### src/rtl/vco_cal_ctrl.sv
// VCO trim calibration: successive-approximation search on the trim code,
// one frequency window per bit, measured against a sampled edge target.
module vco_cal_ctrl #(
  parameter int unsigned WINDOW_CYCLES = 1024,
  parameter int unsigned SETTLE_CYCLES = 16,
  parameter int unsigned TRIM_W        = 5
) (
  input  logic              i_clk,
  input  logic              i_resetbAll,
  input  logic              i_start,
  input  logic              i_abort,
  input  logic [15:0]       i_target,
  input  logic [7:0]        i_tol,
  input  logic              i_vco_clk,
  output logic              o_resetbvco,
  output logic [TRIM_W-1:0] o_trim,
  output logic              o_busy,
  output logic              o_done,
  output logic              o_locked,
  output logic [15:0]       o_count
);

  localparam int unsigned IW = (TRIM_W > 1) ? $clog2(TRIM_W) : 1;
  localparam logic [15:0] SET_LAST = 16'(SETTLE_CYCLES - 1);
  localparam logic [15:0] WIN_LAST = 16'(WINDOW_CYCLES - 1);
  localparam logic [TRIM_W-1:0] TRIM_MSB = TRIM_W'(1) << (TRIM_W - 1);

  typedef enum logic [2:0] {
    S_IDLE,
    S_VRST,
    S_SETTLE,
    S_MEASURE,
    S_COMPARE,
    S_DONE
  } state_t;

  state_t            state_q, state_d;
  logic [15:0]       tmr_q, tmr_d;
  logic [IW-1:0]     bit_q, bit_d;
  logic [TRIM_W-1:0] trim_q, trim_d;
  logic [TRIM_W-1:0] save_q, save_d;
  logic [15:0]       tgt_q, tgt_d;
  logic [7:0]        tol_q, tol_d;
  logic [15:0]       edges_q, edges_d;
  logic [15:0]       count_q, count_d;
  logic              locked_q, locked_d;
  logic              rvco_q, rvco_d;
  logic [2:0]        sync_q;
  logic              vco_edge;
  logic [16:0]       diff;

  assign vco_edge = sync_q[1] & ~sync_q[2];

  always_comb begin
    if (edges_q >= tgt_q) diff = {1'b0, edges_q} - {1'b0, tgt_q};
    else                  diff = {1'b0, tgt_q} - {1'b0, edges_q};
  end

  always_comb begin
    state_d  = state_q;
    tmr_d    = tmr_q;
    bit_d    = bit_q;
    trim_d   = trim_q;
    save_d   = save_q;
    tgt_d    = tgt_q;
    tol_d    = tol_q;
    edges_d  = edges_q;
    count_d  = count_q;
    locked_d = locked_q;
    if (state_q != S_IDLE && i_abort) begin
      state_d  = S_IDLE;
      trim_d   = save_q;
      locked_d = 1'b0;
      tmr_d    = '0;
    end else begin
      unique case (state_q)
        S_IDLE: begin
          if (i_start && !i_abort) begin
            state_d  = S_VRST;
            bit_d    = IW'(TRIM_W - 1);
            save_d   = trim_q;
            trim_d   = TRIM_MSB;
            tgt_d    = i_target;
            tol_d    = i_tol;
            locked_d = 1'b0;
            tmr_d    = '0;
          end
        end
        S_VRST: begin
          if (tmr_q == 16'd1) begin
            state_d = S_SETTLE;
            tmr_d   = '0;
          end else begin
            tmr_d = tmr_q + 16'd1;
          end
        end
        S_SETTLE: begin
          edges_d = '0;
          if (tmr_q == SET_LAST) begin
            state_d = S_MEASURE;
            tmr_d   = '0;
          end else begin
            tmr_d = tmr_q + 16'd1;
          end
        end
        S_MEASURE: begin
          if (vco_edge && edges_q != 16'hFFFF) edges_d = edges_q + 16'd1;
          if (tmr_q == WIN_LAST) begin
            state_d = S_COMPARE;
            tmr_d   = '0;
          end else begin
            tmr_d = tmr_q + 16'd1;
          end
        end
        S_COMPARE: begin
          count_d = edges_q;
          if (edges_q > tgt_q) trim_d[bit_q] = 1'b0;
          if (bit_q != '0) begin
            trim_d[bit_q - IW'(1)] = 1'b1;
            bit_d   = bit_q - IW'(1);
            state_d = S_VRST;
          end else begin
            // Lock is judged on the final trial's count, shown with o_done.
            state_d  = S_DONE;
            locked_d = (diff <= {9'b0, tol_q});
          end
        end
        S_DONE:  state_d = S_IDLE;
        default: state_d = S_IDLE;
      endcase
    end
    rvco_d = (state_d != S_VRST);
  end

  always_ff @(posedge i_clk) begin
    if (!i_resetbAll) begin
      state_q  <= S_IDLE;
      tmr_q    <= '0;
      bit_q    <= '0;
      trim_q   <= '0;
      save_q   <= '0;
      tgt_q    <= '0;
      tol_q    <= '0;
      edges_q  <= '0;
      count_q  <= '0;
      locked_q <= 1'b0;
      rvco_q   <= 1'b0;
      sync_q   <= '0;
    end else begin
      state_q  <= state_d;
      tmr_q    <= tmr_d;
      bit_q    <= bit_d;
      trim_q   <= trim_d;
      save_q   <= save_d;
      tgt_q    <= tgt_d;
      tol_q    <= tol_d;
      edges_q  <= edges_d;
      count_q  <= count_d;
      locked_q <= locked_d;
      rvco_q   <= rvco_d;
      sync_q   <= {sync_q[1:0], i_vco_clk};
    end
  end

  assign o_resetbvco = rvco_q;
  assign o_trim      = trim_q;
  assign o_busy      = (state_q == S_VRST) || (state_q == S_SETTLE) ||
                       (state_q == S_MEASURE) || (state_q == S_COMPARE);
  assign o_done      = (state_q == S_DONE);
  assign o_locked    = locked_q;
  assign o_count     = count_q;

endmodule
### config.mk
export PLATFORM = sky130hd
export DESIGN_NAME = vco_cal_ctrl
export DESIGN_NICKNAME = d
export VERILOG_FILES = /design/src/rtl/vco_cal_ctrl.sv
export SDC_FILE = /design/constraint.sdc
export NUM_CORES = 1
export LEC_CHECK = 0
export BUFFER_PORTS_ARGS = -buffer_cell sky130_fd_sc_hd__buf_4
export CORE_UTILIZATION = 65
export DETAILED_ROUTE_END_ITERATION = 10
export PLACE_DENSITY = 0.95
export SKIP_CTS_REPAIR_TIMING = 1
export SLEW_MARGIN = 0
export SYNTH_ARGS = -nofsm -noshare
export SYNTH_HDL_FRONTEND = slang
export SYNTH_SLANG_ARGS = --single-unit
export TNS_END_PERCENT = 1
### constraint.sdc
create_clock -name i_clk -period 6.3 [get_ports i_clk]
set_input_delay 0.63 -clock i_clk [delete_from_list [all_inputs] [get_ports i_clk]]
set_output_delay 0.63 -clock i_clk [all_outputs]
set_load 0.005 [all_outputs]
==> metrics.txt <==
outcome=complete, no violations; Pwr Total=between 0.001 and 0.0015 W; initial core utilization=0.687; RSZ-0062 raised after global routing=no; Worst R2R Start=tgt_q[1]$_SDFFE_PN0P_; Core Area=8890 sq um; Placement Cell Area=~6500 sq um; ranking of synthesized cells by area=dfxtp_1, ha_1, nand2_1; Post-Place Setup Slack=~1700 ps; Die Wd=around 99 um; detailed-route DRC error count=0; met3 Usage GRT=0.0482; worst relative slew slack=0.478; Synth cell types=67; Tmin final=4770 ps; Post-Route WL=around 16,000 um; Final WS setup=about 1500 ps; FF/Latch Area=~1900 sq um; Pwr per Cell Area=slightly above 200 nW/um^2; pin count of the biggest net entering global routing=60; vias per cell=~6.2; sequential fraction of the synthesis area=0.305; Lkg Pwr=between 2 and 3 nW; Max Cap Viol=0; share of layout cells above drive strength 1=0.112; Root Driver=clkbuf_8; synth cell count leaders=nand2_1, dfxtp_1, nor2_1; clk buf depth=2; Hold Crit Start=sync_q[0]$_SDFF_PN0_; Post-DRT Antenna Nets=0; Die Span Y=between 90 and 100 um; Max VDD drop=between 100 and 150 uV; IO Pins=54; CTS clk-pin slew, worst paths=about 100 ps; row count=34; Layout Nets=about 900; clk_skew=about 17 ps; Hold Path End=sync_q[1]$_SDFF_PN0_; CP required=6610 ps; Avg Inst Size Synth=7.64 sq um; CTS Sinks=93; # port buffers=between 50 and 60; Hold Path Depth=1; worst skew pair latency=between 300 and 400 ps; CTS tree=built; ant diodes=0; drt wl/cell=approximately 17 um; Detailed Place HPWL=approximately 12,000 um; top cell type's share of synthesized area=0.305; Crit Path Class=flop to flop; ys flop type=dfxtp_1; number of flops mapped to enable cells by yosys=0; GRT Overall Usage=0.329; actual slew at the worst max-slew pin=just under 800 ps; ys async rst share=0; Hold Vio Cnt, Final=0; worst reg2reg path depth=19; GRT met1 Usage=0.422; maximum clock rate=about 210 MHz; most common cell in the synthesized netlist=nand2_1; Slew Viols, Final=0; initial antenna violation count=0; final core utilization=0.745; Post-Layout Inst Area=approximately 6600 sq um; fill count=626; syn nets=between 800 and 900; final setup vio count=0; multi-input logic area=about 3800 sq um; Post-Syn Area=between 6000 and 7000 sq um; CTS buffer count=9; vias after detailed routing=slightly below 6,000; gr ovfl total=0; global-route wire length before repair=approximately 26,000 um; reg2reg setup slack=between 1500 and 2000 ps; hold crit path type=flop to flop; Worst setup SP type=flop; Post-Syn Instances=799; DR iter-0 viols=450; GRT Max-Usage Layer=met2; Synth area leader=dfxtp_1; period utilization=0.757; R2R Path End=o_locked$_SDFFE_PP0P_; met2 GRT Util=0.559; full die area=9780 sq um; vias in the first global route=5,458; Yosys Warn Count=0; CP Capture Type=flop; GP Congestion=approximately 0.95; DR pass1 iterations=5; Worst EP arrival=slightly above 5000 ps; synthesis-to-layout area growth=8.53%; Final TNS setup=0 ps; #FFs+latches synth=93; # H-tree levels=3; Max FO, Critical Path=12
critical path, stage by stage (launching register included):
cell and delay [ps]:
dfxtp_1 440, inv_1 120, ha_1 360, nor2b_4 150
o31a_1 270, o2111a_2 340, or4_4 590, nand2_4 170
nor3_1 80, a31oi_1 200, xnor2_1 150, ha_1 260
a21o_1 170, a21oi_1 170, a21oi_1 90, a211oi_1 270
a31oi_1 90, or3_1 310, a2111o_1 360, o21ai_2 110
registers in the layout, indices dropped and copies added, names as in the netlist:
signal	flops
edges_q	16
o_count	16
tgt_q	16
tmr_q	16
tol_q	8
o_trim	5
save_q	5
bit_q	3
state_q	3
sync_q	3
o_locked	1
o_resetbvco	1
power breakdown:
| group | internal, W | leakage (nW) | switching (W) |
|---|---|---|---|
| Clock | 0.000147 | 0.0910 | 0.000230 |
| Combinational | 0.000146 | 1.81 | 0.000207 |
| Sequential | 0.000600 | 0.753 | 0.0000126 |
| Total | 0.000892 | 2.65 | 0.000450 |
layer usage:
metal | vias up | routed length (um)
li1 | 2810 | -
met1 | 2726 | 6620
met4 | 0 | 369
met3 | 42 | 1250
met5 | - | 0
met2 | 240 | 7570
metrics by stage:
step | std cells | hold slack (ps)
floorplan | 799 | 412
global placement | 923 | 421
detailed placement | 923 | 426
CTS | 939 | 448
global route | 939 | 448
finish | 939 | 449
cell families (layout without fill, tap and decap cells):
kind of cell	count (synthesis)	count (layout)	synth area share
flip-flops	93	93	0.305
AND/OR/NAND/NOR	312	312	0.241
AO/OA/AOI/OAI	216	216	0.233
multiplexers	6	6	0.0100
adder cells (fa/ha/maj)	47	47	0.0988
buffers and inverters	95	127	0.0693
XOR/XNOR	30	30	0.0430
worst max path at each step:
stage                     slack (ps)             startpoint                    end
final                           1530  tgt_q[1]$_SDFFE_PN0P_  o_locked$_SDFFE_PP0P_
after global routing            1320  tgt_q[1]$_SDFFE_PN0P_  o_locked$_SDFFE_PP0P_
after CTS                       1610  tgt_q[1]$_SDFFE_PN0P_  o_locked$_SDFFE_PP0P_
after detailed placement        1670  tgt_q[1]$_SDFFE_PN0P_  o_locked$_SDFFE_PP0P_
after global placement          1910  tgt_q[1]$_SDFFE_PN0P_  o_locked$_SDFFE_PP0P_
after floorplan                 2090  tgt_q[1]$_SDFFE_PN0P_  o_locked$_SDFFE_PP0P_
layout make-up:
class                      count  area share
multi-input combinational    611       0.577
sequential                    93       0.281
timing repair buffer          57      0.0646
inverter                      54      0.0306
tap                          108      0.0204
clock buffer                  10      0.0193
clock inverter                 6     0.00680
cells in the final DEF, fill, tap and decap left out, types with 3 or more instances in the layout:
cell type  count
xor2_1         6
a21o_1        12
a21boi_0      48
nand2b_1       7
o21bai_1       3
dfxtp_1       93
o22ai_1        3
nor3_1        16
nand3_1       19
nor2b_1        9
or3_1          7
ha_1          45
o21ai_0       39
a22oi_1        3
a211oi_1       5
nand2_1      123
o31a_1         5
a21oi_1       55
and2_1         8
a31oi_1        7
nand4_1        9
buf_4         57
nor4_1         7
and3_1        12
o21a_1         9
o31ai_1        5
clkbuf_8       9
or3b_2         7
xnor2_1       24
nor2_1        72
inv_1         54
nand3b_1       4
mux2i_1        5
Note: power is estimated with default switching activity, not from simulation.
